**config.mk**
```make
export PLATFORM = sky130hd
export DESIGN_NAME = huffman_out_packer
export DESIGN_NICKNAME = d
export VERILOG_FILES = /design/src/rtl/huffman_pkg.sv /design/src/rtl/huffman_word_fifo.sv /design/src/rtl/huffman_out_packer.sv
export SDC_FILE = /design/constraint.sdc
export NUM_CORES = 1
export LEC_CHECK = 0
export ABC_CLOCK_PERIOD_IN_PS = 5250
export CAP_MARGIN = 20
export CORE_UTILIZATION = 45
export CTS_BUF_LIST = sky130_fd_sc_hd__clkbuf_4 sky130_fd_sc_hd__clkbuf_8
export DETAILED_ROUTE_END_ITERATION = 10
export PLACE_DENSITY_LB_ADDON = 0.08
export SETUP_SLACK_MARGIN = 0.05
export SYNTH_ARGS = -nofsm -noshare
export SYNTH_HDL_FRONTEND = slang
export SYNTH_SLANG_ARGS = --single-unit
export TNS_END_PERCENT = 100
```
**constraint.sdc**
```tcl
create_clock -name clk -period 5.25 [get_ports clk]
set_clock_uncertainty 0.2 [all_clocks]
set_input_delay 0.7875 -clock clk [delete_from_list [all_inputs] [get_ports clk]]
set_output_delay 0.7875 -clock clk [all_outputs]
set_load 0.1 [all_outputs]
```
**src/rtl/huffman_pkg.sv**
```systemverilog
// Shared types and helpers for the Huffman output packer and its word FIFO.
package huffman_pkg;

  localparam int unsigned WORD_BYTES         = 8;
  localparam int unsigned DATA_W             = 8 * WORD_BYTES;
  localparam int unsigned LANE_W             = $clog2(WORD_BYTES);
  localparam int unsigned ADDR_W             = 16;
  localparam int unsigned COUNT_W            = 32;
  localparam int unsigned DEFAULT_FIFO_DEPTH = 4;

  typedef enum logic [1:0] {
    IDLE  = 2'd0,
    PACK  = 2'd1,
    DRAIN = 2'd2
  } pack_state_e;

  typedef struct packed {
    logic [ADDR_W-1:0]     addr;
    logic [WORD_BYTES-1:0] mask;
    logic [DATA_W-1:0]     data;
  } word_entry_t;

  // Lane count 0 means a complete word; otherwise the low 'lane' bytes are valid.
  function automatic logic [WORD_BYTES-1:0] mask_from_lane(input logic [LANE_W-1:0] lane);
    logic [WORD_BYTES-1:0] m;
    m = '0;
    for (int unsigned i = 0; i < WORD_BYTES; i++) begin
      m[i] = (lane == '0) || (i < 32'(lane));
    end
    return m;
  endfunction

endpackage

```
**src/rtl/huffman_word_fifo.sv**
```systemverilog
// Synchronous word FIFO; a push while full is taken only when a pop frees a slot in the same cycle.
module huffman_word_fifo
  import huffman_pkg::*;
#(
  parameter int unsigned DEPTH = DEFAULT_FIFO_DEPTH
) (
  input  logic        clk,
  input  logic        rst_n,
  input  logic        push,
  input  word_entry_t push_entry,
  input  logic        pop,
  output word_entry_t head,
  output logic        full,
  output logic        empty
);

  localparam int unsigned PTR_W = (DEPTH > 1) ? $clog2(DEPTH) : 1;
  localparam int unsigned CNT_W = $clog2(DEPTH + 1);

  word_entry_t      mem [DEPTH];
  logic [PTR_W-1:0] wr_ptr;
  logic [PTR_W-1:0] rd_ptr;
  logic [CNT_W-1:0] count;
  logic             do_push;
  logic             do_pop;

  assign empty   = (count == '0);
  assign full    = (count == CNT_W'(DEPTH));
  assign do_pop  = pop && !empty;
  assign do_push = push && (!full || do_pop);
  assign head    = mem[rd_ptr];

  always_ff @(posedge clk or negedge rst_n) begin
    if (!rst_n) begin
      wr_ptr <= '0;
      rd_ptr <= '0;
      count  <= '0;
    end else begin
      if (do_push) wr_ptr <= wr_ptr + PTR_W'(1);
      if (do_pop)  rd_ptr <= rd_ptr + PTR_W'(1);
      count <= count + CNT_W'(do_push) - CNT_W'(do_pop);
    end
  end

  // Storage needs no reset: entries are only observed while count is non-zero.
  always_ff @(posedge clk) begin
    if (do_push) mem[wr_ptr] <= push_entry;
  end

endmodule

```
**src/rtl/huffman_out_packer.sv**
```systemverilog
// Packs the Huffman Top byte stream into little-endian words and writes them out through a word FIFO.
module huffman_out_packer
  import huffman_pkg::*;
#(
  parameter int unsigned FIFO_DEPTH = DEFAULT_FIFO_DEPTH
) (
  input  logic                  clk,
  input  logic                  rst_n,
  input  logic                  io_start,
  input  logic [ADDR_W-1:0]     io_base_addr,
  input  logic                  io_in_valid,
  input  logic [7:0]            io_in_bits,
  input  logic                  io_flush,
  output logic                  io_mem_valid,
  input  logic                  io_mem_ready,
  output logic [ADDR_W-1:0]     io_mem_addr,
  output logic [DATA_W-1:0]     io_mem_data,
  output logic [WORD_BYTES-1:0] io_mem_mask,
  output logic                  io_busy,
  output logic                  io_done,
  output logic [COUNT_W-1:0]    io_byte_count,
  output logic                  io_overflow
);

  pack_state_e         state_q, state_d;
  logic [ADDR_W-1:0]   base_q, base_d;
  logic [ADDR_W-1:0]   word_idx_q, word_idx_d;
  logic [COUNT_W-1:0]  count_q, count_d;
  logic [DATA_W-1:0]   word_buf_q, word_buf_d;
  logic                overflow_q, overflow_d;
  logic                done_q, done_d;

  logic [LANE_W-1:0]   lane;
  logic [LANE_W-1:0]   lane_next;
  logic [DATA_W-1:0]   merged;
  logic                push;
  word_entry_t         push_entry;
  word_entry_t         head;
  logic                fifo_full;
  logic                fifo_empty;
  logic                pop;

  assign lane = count_q[LANE_W-1:0];
  assign pop  = io_mem_ready && !fifo_empty;

  huffman_word_fifo #(
    .DEPTH (FIFO_DEPTH)
  ) u_fifo (
    .clk        (clk),
    .rst_n      (rst_n),
    .push       (push),
    .push_entry (push_entry),
    .pop        (pop),
    .head       (head),
    .full       (fifo_full),
    .empty      (fifo_empty)
  );

  always_ff @(posedge clk or negedge rst_n) begin
    if (!rst_n) begin
      state_q    <= IDLE;
      base_q     <= '0;
      word_idx_q <= '0;
      count_q    <= '0;
      word_buf_q <= '0;
      overflow_q <= 1'b0;
      done_q     <= 1'b0;
    end else begin
      state_q    <= state_d;
      base_q     <= base_d;
      word_idx_q <= word_idx_d;
      count_q    <= count_d;
      word_buf_q <= word_buf_d;
      overflow_q <= overflow_d;
      done_q     <= done_d;
    end
  end

  always_comb begin
    state_d    = state_q;
    base_d     = base_q;
    word_idx_d = word_idx_q;
    count_d    = count_q;
    word_buf_d = word_buf_q;
    overflow_d = overflow_q;
    done_d     = 1'b0;
    merged     = word_buf_q;
    lane_next  = lane;
    push       = 1'b0;
    push_entry = '0;

    unique case (state_q)
      IDLE: begin
        if (io_start) begin
          state_d    = PACK;
          base_d     = io_base_addr;
          word_idx_d = '0;
          count_d    = '0;
          word_buf_d = '0;
          overflow_d = 1'b0;
        end
      end

      PACK: begin
        if (io_in_valid) begin
          merged[{lane, 3'b000} +: 8] = io_in_bits;
          count_d   = count_q + COUNT_W'(1);
          lane_next = lane + LANE_W'(1);
        end
        word_buf_d = merged;
        // A wrapped lane means the word just completed; a flush emits whatever is left.
        if ((io_in_valid && (lane_next == '0)) || (io_flush && (lane_next != '0))) begin
          push            = 1'b1;
          push_entry.addr = base_q + word_idx_q;
          push_entry.mask = mask_from_lane(lane_next);
          push_entry.data = merged;
          word_buf_d      = '0;
          if (lane_next == '0) word_idx_d = word_idx_q + ADDR_W'(1);
        end
        if (io_flush) state_d = DRAIN;
      end

      DRAIN: begin
        if (fifo_empty) begin
          done_d  = 1'b1;
          state_d = IDLE;
        end
      end

      default: state_d = IDLE;
    endcase

    if (push && fifo_full && !pop) overflow_d = 1'b1;
  end

  // Head fields read as zero while nothing is queued so the port is quiet after reset.
  assign io_mem_valid  = !fifo_empty;
  assign io_mem_addr   = fifo_empty ? '0 : head.addr;
  assign io_mem_data   = fifo_empty ? '0 : head.data;
  assign io_mem_mask   = fifo_empty ? '0 : head.mask;
  assign io_busy       = (state_q != IDLE);
  assign io_done       = done_q;
  assign io_byte_count = count_q;
  assign io_overflow   = overflow_q;

endmodule

```
# == After elaboration in Yosys (flattened, before gate mapping) ==
# Memories as Yosys holds them, arrays and structs flattened.
# Index checks and enable logic that the tools add are counted.
# totals
ff_bits,139
latch_bits,0
ram_bits,352
romBits,0
inputBits,30
out_inout_bits,124
wordCells,103
mem_count,1
# classes
add_sub_neg,9
multipliers,0
div,0
n_lt_le_gt_ge,7
n_eq_ne,9
n_shift,2
muxes,32
bitwise,0
reduce_logical,33
# mem_list
memory,words,width,read_ports,rd_ports_with_merged_regs,write_ports,line,source
u_fifo.mem,4,88,1,0,1,huffman_word_fifo.sv:20,word_entry_t mem [DEPTH];
# ops
op,count
two-way mux 64 bit,4
two-way mux 88 bit,2
one-hot mux 64 bit (2 select lines),1
bitwise mux 64 bit,1
two-way mux 16 bit,4
two-way mux 32 bit,2
one-hot mux 32 bit (2 select lines),1
"variable shift 8 x 8 -> 64 bit, first input constant",1
indexed part select 8 x 8 -> 64 bit,1
"adder 32 x 1 -> 32 bit, second input constant",1
one-hot mux 16 bit (2 select lines),1
"adder 16 x 1 -> 16 bit, second input constant",1
adder 16 bit,1
"!= test 2 bit, second input constant",6
logical OR 1 bit,9
"less-than comparator 3 bit, first input constant",3
two-way mux 1 bit,9
two-way mux 8 bit,1
negation 6 -> 8 bit,1
nonzero test 2 bit,4
logical AND 1 bit,7
zero test 3 bit,2
"less-than comparator 1 x 3 -> 1 bit, first input constant",2
"less-than comparator 2 x 3 -> 1 bit, first input constant",2
other kinds (16),25

# == Depth between registers and ports, before layout ==
# Gate-level depths: netlist (run 1).
# depth
depth_word,12
ltp_mapped,13
depth_no_buf,11

# == Cells and area by module ==
# Synthesis (run 1) repeated with hierarchy kept, for this count alone.
# unflattened
cells_unflattened,1445
hier_area_um2,21687.0
# modules_own_cells
mod,instances,cells_each,area_per_inst_um2,seq_area_each_um2
huffman_word_fifo,1,495,13223.9,10745.3
huffman_out_packer,1,950,8463.1,3303.2

# == Worst setup path before layout (run 1) ==
# Ideal clock, no wire load.
# synth_path
kind,register to register
start,reg count_q[0] (netlist: io_byte_count[0])
end,mem u_fifo.mem[2][0] in the netlist's numbering (enable)
setup_ns,0.456
t_arrival_ns,4.865
t_required_ns,4.594
slack_ns,-0.271
path_stages_with_launch,10
path_buffers,2
period_less_slack_ns,5.521
cell_sequence,dfrtp_1 buf_2 inv_1 ha_1 and3b_1 clkbuf_1 a21oi_1 or3_1 nor2_2 and2_1
# synth_between
elab_chain_cells,11
elab_cells_between_ends,13
cone_classes,add/sub: 1; mux: 6; reduce/logical: 6
# synth_lines
element,line,source
from (decl),huffman_out_packer.sv:28,"logic [COUNT_W-1:0] count_q, count_d;"
from (signal assigned),huffman_out_packer.sv:72,count_q <= count_d;
adder 3 x 1 -> 3 bit,huffman_out_packer.sv:108,lane_next = lane + LANE_W'(1);
two-way mux 3 bit (*),huffman_out_packer.sv:105,if (io_in_valid) begin
two-way mux 3 bit (*),huffman_out_packer.sv:92,unique case (state_q)
zero test 3 bit / nonzero test 3 bit (equally long branches),huffman_out_packer.sv:112,if ((io_in_valid && (lane_next == '0)) || (io_flush && (lane_next != '0))) begin
logical AND 1 bit,huffman_out_packer.sv:112,
logical OR 1 bit (*),huffman_out_packer.sv:112,
two-way mux 1 bit (*),huffman_out_packer.sv:112,
two-way mux 1 bit (*),huffman_out_packer.sv:92,
logical AND 1 bit (*),huffman_word_fifo.sv:30,assign do_push = push && (!full || do_pop);
via u_fifo.do_push,huffman_word_fifo.sv:24,logic do_push;
two-way mux 1 bit (*),huffman_word_fifo.sv:47,if (do_push) mem[wr_ptr] <= push_entry;
two-way mux 1 bit (not written as such) (*),huffman_word_fifo.sv:47,
to (decl),huffman_word_fifo.sv:20,
# Mark *: on every way through the listed nets, which the timed path passes. The rest lies on a longest branch. The select of a mux whose other input is x is not followed.

# == Worst setup path after layout (run 1) ==
# layout_path
start,reg u_fifo.rd_ptr[0]
end,out io_mem_data[26]
# layout_between
elab_chain_cells,2
# layout_lines
element,line,source
from (decl),huffman_word_fifo.sv:22,logic [PTR_W-1:0] rd_ptr;
from (signal assigned),huffman_word_fifo.sv:40,if (do_pop) rd_ptr <= rd_ptr + PTR_W'(1);
memory (4 x 88 bit),--,
two-way mux 64 bit,huffman_out_packer.sv:139,assign io_mem_data = fifo_empty ? '0 : head.data;
to (decl),huffman_out_packer.sv:17,"output logic [DATA_W-1:0] io_mem_data,"
# No other way between the ends.

==> results of run 1 <==
## flip-flops by register name (all words and copies together) (netlist names)
signal / flops
state_q: 2
u_fifo.rd_ptr: 2
u_fifo.wr_ptr: 2
base_q: 16
io_overflow: 1
word_idx_q: 16
io_done: 1
u_fifo.count: 3
io_byte_count: 32
word_buf_q: 64
u_fifo.mem: 352
## worst register-to-register path, stage by stage (launching register included)
cell and delay (ns):
dfrtp_1 0.37, inv_1 0.18, ha_1 0.42, and3b_1 0.38
a21oi_1 0.14, or3_2 0.63, nor2_2 0.34, and2_4 0.68
buf_12 0.29
## metal layers
metal	part of all wire	wire length, um	vias up	track usage
met2	0.49	24700	307	0.346
met4	0.018	895	2	0.0683
met3	0.045	2280	67	0.0386
met5	0.00024	12	-	0
li1	-	-	5978	-
met1	0.45	22400	6677	0.289
## area by class of cell
type | count | area share
Clock inverter | 24 | 0.00560
Tap cell | 607 | 0.0303
Sequential cell | 491 | 0.561
Inverter | 22 | 0.00335
Antenna cell | 1 | 0.0000999
Multi-Input combinational cell | 889 | 0.274
Clock buffer | 127 | 0.0616
Timing Repair Buffer | 184 | 0.0643
## layout by cell type (no fill, tap or decap), types with 7 or more instances in the layout
| cell | instances |
|---|---|
| a21o_1 | 7 |
| xnor2_1 | 33 |
| buf_4 | 113 |
| nor4_1 | 9 |
| ha_1 | 26 |
| dfrtp_1 | 137 |
| o21ai_1 | 8 |
| a21oi_1 | 83 |
| clkdlybuf4s50_1 | 64 |
| nand3_1 | 23 |
| clkinv_1 | 13 |
| clkbuf_8 | 94 |
| nor2_1 | 69 |
| nor3_1 | 22 |
| nand2_1 | 193 |
| mux4_2 | 88 |
| nand2b_1 | 9 |
| xor2_1 | 12 |
| edfxtp_1 | 352 |
| or3_1 | 12 |
| nand4_1 | 10 |
| mux2i_1 | 10 |
| and2_1 | 93 |
| clkbuf_4 | 33 |
| o21ai_0 | 25 |
| inv_1 | 20 |
| a22o_1 | 68 |
## path summary, 6_finish.rpt
check	start	endpoint	slack, ns	cells past startpoint
max	u_fifo.rd_ptr[0]	io_mem_data[26]	1.13	4
min	base_q[3]	base_q[3]	0.28	2
max reg2reg	io_byte_count[0]	u_fifo.mem[3][21]	1.28	8
min reg2reg	base_q[3]	base_q[3]	0.28	2
max in group asynchronous	rst_n	word_buf_q[60]	3.30	3
min in group asynchronous	rst_n	io_byte_count[17]	0.43	2
## logic make-up (layout without fill, tap and decap cells)
family          Yosys count  count (layout)  share of synthesized area
fa+ha+maj                28              28                     0.0172
buf+inv                 105             357                     0.0197
mux                     100             100                     0.0990
flops                   491             491                      0.659
simple gates            485             485                      0.113
xor+xnor                 45              45                     0.0185
other cells               0               1                          0
compound gates          231             231                     0.0732
## metrics by stage
step | cells | instance area (sq um) | power, uW
3_5_place_dp | 2192 | 23300 | 12500
4_1_cts | 2344 | 25000 | 16000
2_1_floorplan | 1485 | 21300 | 10800
6_report | 2345 | 25000 | 15800
3_3_place_gp | 2192 | 23300 | 12500
5_1_grt | 2344 | 25000 | 16500
## report_power, final
| part | internal [uW] | switching, uW |
|---|---|---|
| registers | 4550 | 331 |
| logic | 1950 | 5550 |
| clock network | 1880 | 1530 |
| total | 8380 | 7410 |
==> reports/metrics.yaml, run 1 <==
cts_made_buffers: 82
crit_fanout: 36
hold_buffers: 1
ant_nets: 0
drtPass1Iterations: 8
cts_tree: "built"
clock-root-buffer: "clkbuf_8"
die_w_um: 220
critical-path-top-delay-family: "flip-flops"
finalWorstSetupSlack_ns: 1.13
synth_area_leaders: "edfxtp_1 (50%), dfrtp_1 (16%), mux4_2 (9.3%), nand2_1 (3.4%), and2_1 (2.8%)"
synthesis.nets: 1543
postLayoutCoreUtil: 0.537
yosysTopAreaCell: "edfxtp_1"
syn_avg_cell_area_sq_um: 14.3
drt_wl_total_mm: 50.3
drc: 16
worstMarginPinSlew_ns: 1.06
crit_type: "reg -> out"
relSlewSlack: 0.293
leakage_uw: 0.00909
multiInputGateArea_sq_mm: 0.00685
htree_levels: 3
synth_cell_types: 65
io_pins: 154
ff_latch_area_sq_mm: 0.0141
die_area_sq_mm: 0.0482
outcome: "finished with violations"
hold_class: "reg -> reg"
end_kind: "output pin"
cp_slowest_cell: "dfrtp_4"
insertion_delay_ns: 0.67
grt_pass1_wl_mm: 76.7
place_congestion: 0.823
syn_area_sq_mm: 0.0213
grt_pass1_vias: 13100
crit_path_frequent_cell: "buf_4"
cts.clk_slew.worst_paths_ns: 0.06
ys.flop_type: "edfxtp_1"
synth-warning-count: 0
dp_hpwl_mm: 31.4
synth.most_common_cell: "edfxtp_1"
core_area_sq_mm: 0.0467
vias: 13000
finalSetupViolations: 0
cpPeakStageDelay_ns: 0.94
max_freq_ghz: 0.243
grt-ovfl-total: 0
critPathArrivalTime_ns: 3.13
worst_hold_slack_ns: 0.280
drive_above_1_share: 0.214
period_share: 0.785
antenna_found_initial: 1
chipHeight_um: 220
cp.required_ns: 4.26
tns_ns: 0
start_util: 0.457
power_density_mw_per_mm2: 631
core.rowCount: 79
synth-async-reset-ratio: 0.283
cp_num_buf_inv: 2
hold_viol_final: 0
fin_crit_ns: 4.12
wl_per_cell_um: 21.4
drv_slew: 0
maxCapViolCount: 0
synthCells: 1485
port_buffers: 153
synth_seq_area_share: 0.659
areaGrowthSynthToFinish_pct: 17.6
dp_slack_ns: 1.07
rsz0062_at_grt: "false"
synth_edf_count: 352
viasPerCell: 5.56
finalNetCount: 1728
cts_resized: 0
num-fill-cells: 3944
cts_setup_buffers: 0
drt_iter0_drc: 904
synth_top_area_frac: 0.496
cp_cell_sequence: "buf_4 -> mux4_2 -> and2_1 -> buf_4"
violations: "design-rule violations"
synth.ff_latch_count: 491
cts_buffer_depth: 3
netlist_top_cells_count: "edfxtp_1 (352), nand2_1 (193), dfrtp_1 (139)"
ir_drop_mv: 0.629
cp-start-kind: "flip-flop"
grt_max_degree: 61
clock-sinks: 491
grtUsageTotal: 0.212
Power figures use the tool's default switching activity.
==> run 2: changes to the inputs <==
- ABC_CLOCK_PERIOD_IN_PS: 5250 -> 3700
- clock period: 5.25 -> 3.7 ns (I/O delays scaled with it)
==> run 2 against run 1 <==
  * The flow still finishes with violations (design-rule violations)
  * Hold slack worse by 0.036 ns
  * Flip-flop and latch count stayed put
  * Non-clock buffer count is 21 higher
  * First-iteration DRC count is 6.1% lower
  * Power is 53% higher
  * Sequential share of layout area is 2.1 points lower
  * Global-route usage is 0.49 points higher
  * Final cell count is 1.1% higher
  * Critical path depth stayed put
  * Register-to-register slack worse by 0.84 ns
  * Critical path type unchanged
  * Critical endpoint is now io_mem_mask[5]
  * Largest power group unchanged
==> reports/metrics.yaml, run 2 (synthesized netlist as in run 1, its figures left out) <==
areaGrowthSynthToFinish_pct: 22.3  # was 17.6%
rsz0062_at_grt: "false"  # unchanged
worstMarginPinSlew_ns: 1.03  # was 1.06 ns
finalNetCount: 1752  # was 1728
drive_above_1_share: 0.231  # was 0.214
core.rowCount: 79  # unchanged
critPathArrivalTime_ns: 2.68  # was 3.13 ns
hold_end: "base_q[2]"  # was base_q[3]
dp_hpwl_mm: 32.2  # was 31.4 mm
hold_class: "in -> reg"  # was reg -> reg
leakage_uw: 0.00952  # was 0.00909 uW
grtUsageTotal: 0.217  # was 0.212
tns_ns: 0  # unchanged
cts_made_buffers: 85  # was 82
wl_per_cell_um: 21.5  # was 21.4 um
drv_slew: 0  # unchanged
grt-ovfl-total: 0  # unchanged
cp-start-kind: "flip-flop"  # unchanged
power_density_mw_per_mm2: 928  # was 631 mW/mm^2
regToRegStartpoint: "io_byte_count[0]"  # unchanged
cp.required_ns: 2.94  # was 4.26 ns
place_congestion: 0.790  # was 0.823
regToRegEndpoint: "u_fifo.mem[3][87]"  # was u_fifo.mem[3][21]
finalSetupViolations: 0  # unchanged
hold_viol_final: 0  # unchanged
cts_buffer_depth: 3  # unchanged
vias: 13100  # was 13000
grt_pass1_vias: 13400  # was 13100
crit_fanout: 24  # was 36
die_w_um: 220  # unchanged
chipHeight_um: 220  # unchanged
worstHoldPathCells: 3  # was 2
grt_pass1_wl_mm: 78.7  # was 76.7 mm
period_share: 0.929
drt_iter0_drc: 849  # was 904
num-fill-cells: 3808  # was 3944
end_kind: "output pin"  # unchanged
final_common_cell: "edfxtp_1"  # unchanged
cts_resized: 0  # unchanged
max_freq_ghz: 0.291
drtPass1Iterations: 9  # was 8
outcome: "finished with violations"  # unchanged
grt_max_degree: 91  # was 61
regMostFlops: "u_fifo.mem"  # unchanged
min_from: "io_base_addr[2]"  # was base_q[3]
drt_wl_total_mm: 50.9  # was 50.3 mm
viasPerCell: 5.53  # was 5.56
drc: 7  # was 16
violations: "design-rule violations"  # unchanged
cts_setup_buffers: 0  # unchanged
clock-root-buffer: "clkbuf_8"  # unchanged
start_util: 0.457  # unchanged
fin_crit_ns: 3.44
largest_register_ff_count: 352  # unchanged
p_total_uw: 24200  # was 15800 uW
maxCapViolCount: 0  # unchanged
ir_drop_mv: 0.778  # was 0.629 mV
io_pins: 154  # unchanged
insertion_delay_ns: 0.64  # was 0.67 ns
cts.clk_slew.worst_paths_ns: 0.06  # about the same
cts_tree: "built"  # unchanged
crit_type: "reg -> out"  # unchanged
hold_buffers: 1  # unchanged
core_area_sq_mm: 0.0467  # unchanged
htree_levels: 3  # unchanged
reg2reg_slack_ns: 0.44  # was 1.28 ns
diodes: 0  # was 1
die_area_sq_mm: 0.0482  # unchanged
ant_nets: 0  # unchanged
antenna_found_initial: 0  # was 1
mostFrequentLayoutCells: "edfxtp_1 (352), nand2_1 (193), dfrtp_1 (135)"  # was edfxtp_1 (352), nand2_1 (193), dfrtp_1 (137)
r2r_cells: 9  # was 8
port_buffers: 153  # unchanged
relSlewSlack: 0.312  # was 0.293
clock-sinks: 491  # unchanged
run 2: routing by layer:
layer  global-route usage  up-vias  wire [um]
met2                0.365      352      25600
met1                0.287     6651      21600
met5                    0        -          0
met4               0.0687        0       1290
met3               0.0384       96       2400
li1                     -     6011          -
run 2: how the worst max path moves through the flow:
| stage | start | to | slack (ns) | cells after the start |
|---|---|---|---|---|
| 2_1_floorplan | io_byte_count[0] | u_fifo.mem[0][0] | 0.05 | 9 |
| 3_3_place_gp | io_in_valid | u_fifo.mem[0][85] | 0.34 | 7 |
| 3_5_place_dp | io_in_valid | u_fifo.mem[3][87] | 0.36 | 7 |
| 4_1_cts | u_fifo.rd_ptr[0] | io_mem_mask[5] | 0.15 | 4 |
| 5_1_grt | u_fifo.rd_ptr[0] | io_mem_data[15] | 0.1 | 4 |
| 6_report | u_fifo.rd_ptr[0] | io_mem_mask[5] | 0.26 | 4 |
run 2: power by group:
group	switching [uW]	internal, uW
combinational	8260	3770
sequential	389	6470
clock	2210	3100
run 2: final cells by class:
class | count | area (sq um) | area share
Multi-Input combinational cell | 889 | 6860 | 0.263
Timing Repair Buffer | 205 | 2430 | 0.0932
Clock inverter | 33 | 333 | 0.0128
Inverter | 22 | 82.6 | 0.00317
Sequential cell | 491 | 14100 | 0.540
Tap cell | 607 | 759 | 0.0292
Clock buffer | 123 | 1530 | 0.0587
run 2: through the flow:
| step | area, sq um | util | cells | hold slack, ns | setup slack, ns |
|---|---|---|---|---|---|
| 2_1_floorplan | 21300 | - | 1485 | 0.0594 | 0.0530 |
| 3_3_place_gp | 24200 | 0.518 | 2213 | 0.270 | 0.339 |
| 3_5_place_dp | 24200 | 0.518 | 2213 | 0.273 | 0.360 |
| 4_1_cts | 26100 | 0.558 | 2370 | 0.179 | 0.155 |
| 5_1_grt | 26100 | 0.558 | 2370 | 0.220 | 0.0951 |
| 6_report | 26100 | 0.558 | 2370 | 0.244 | 0.262 |
run 2: worst max-delay path, cell delays in order (launching register included):
cell and delay (ns):
dfrtp_4 0.72, buf_12 0.29, mux4_2 0.54, and2_1 0.24
buf_4 0.26
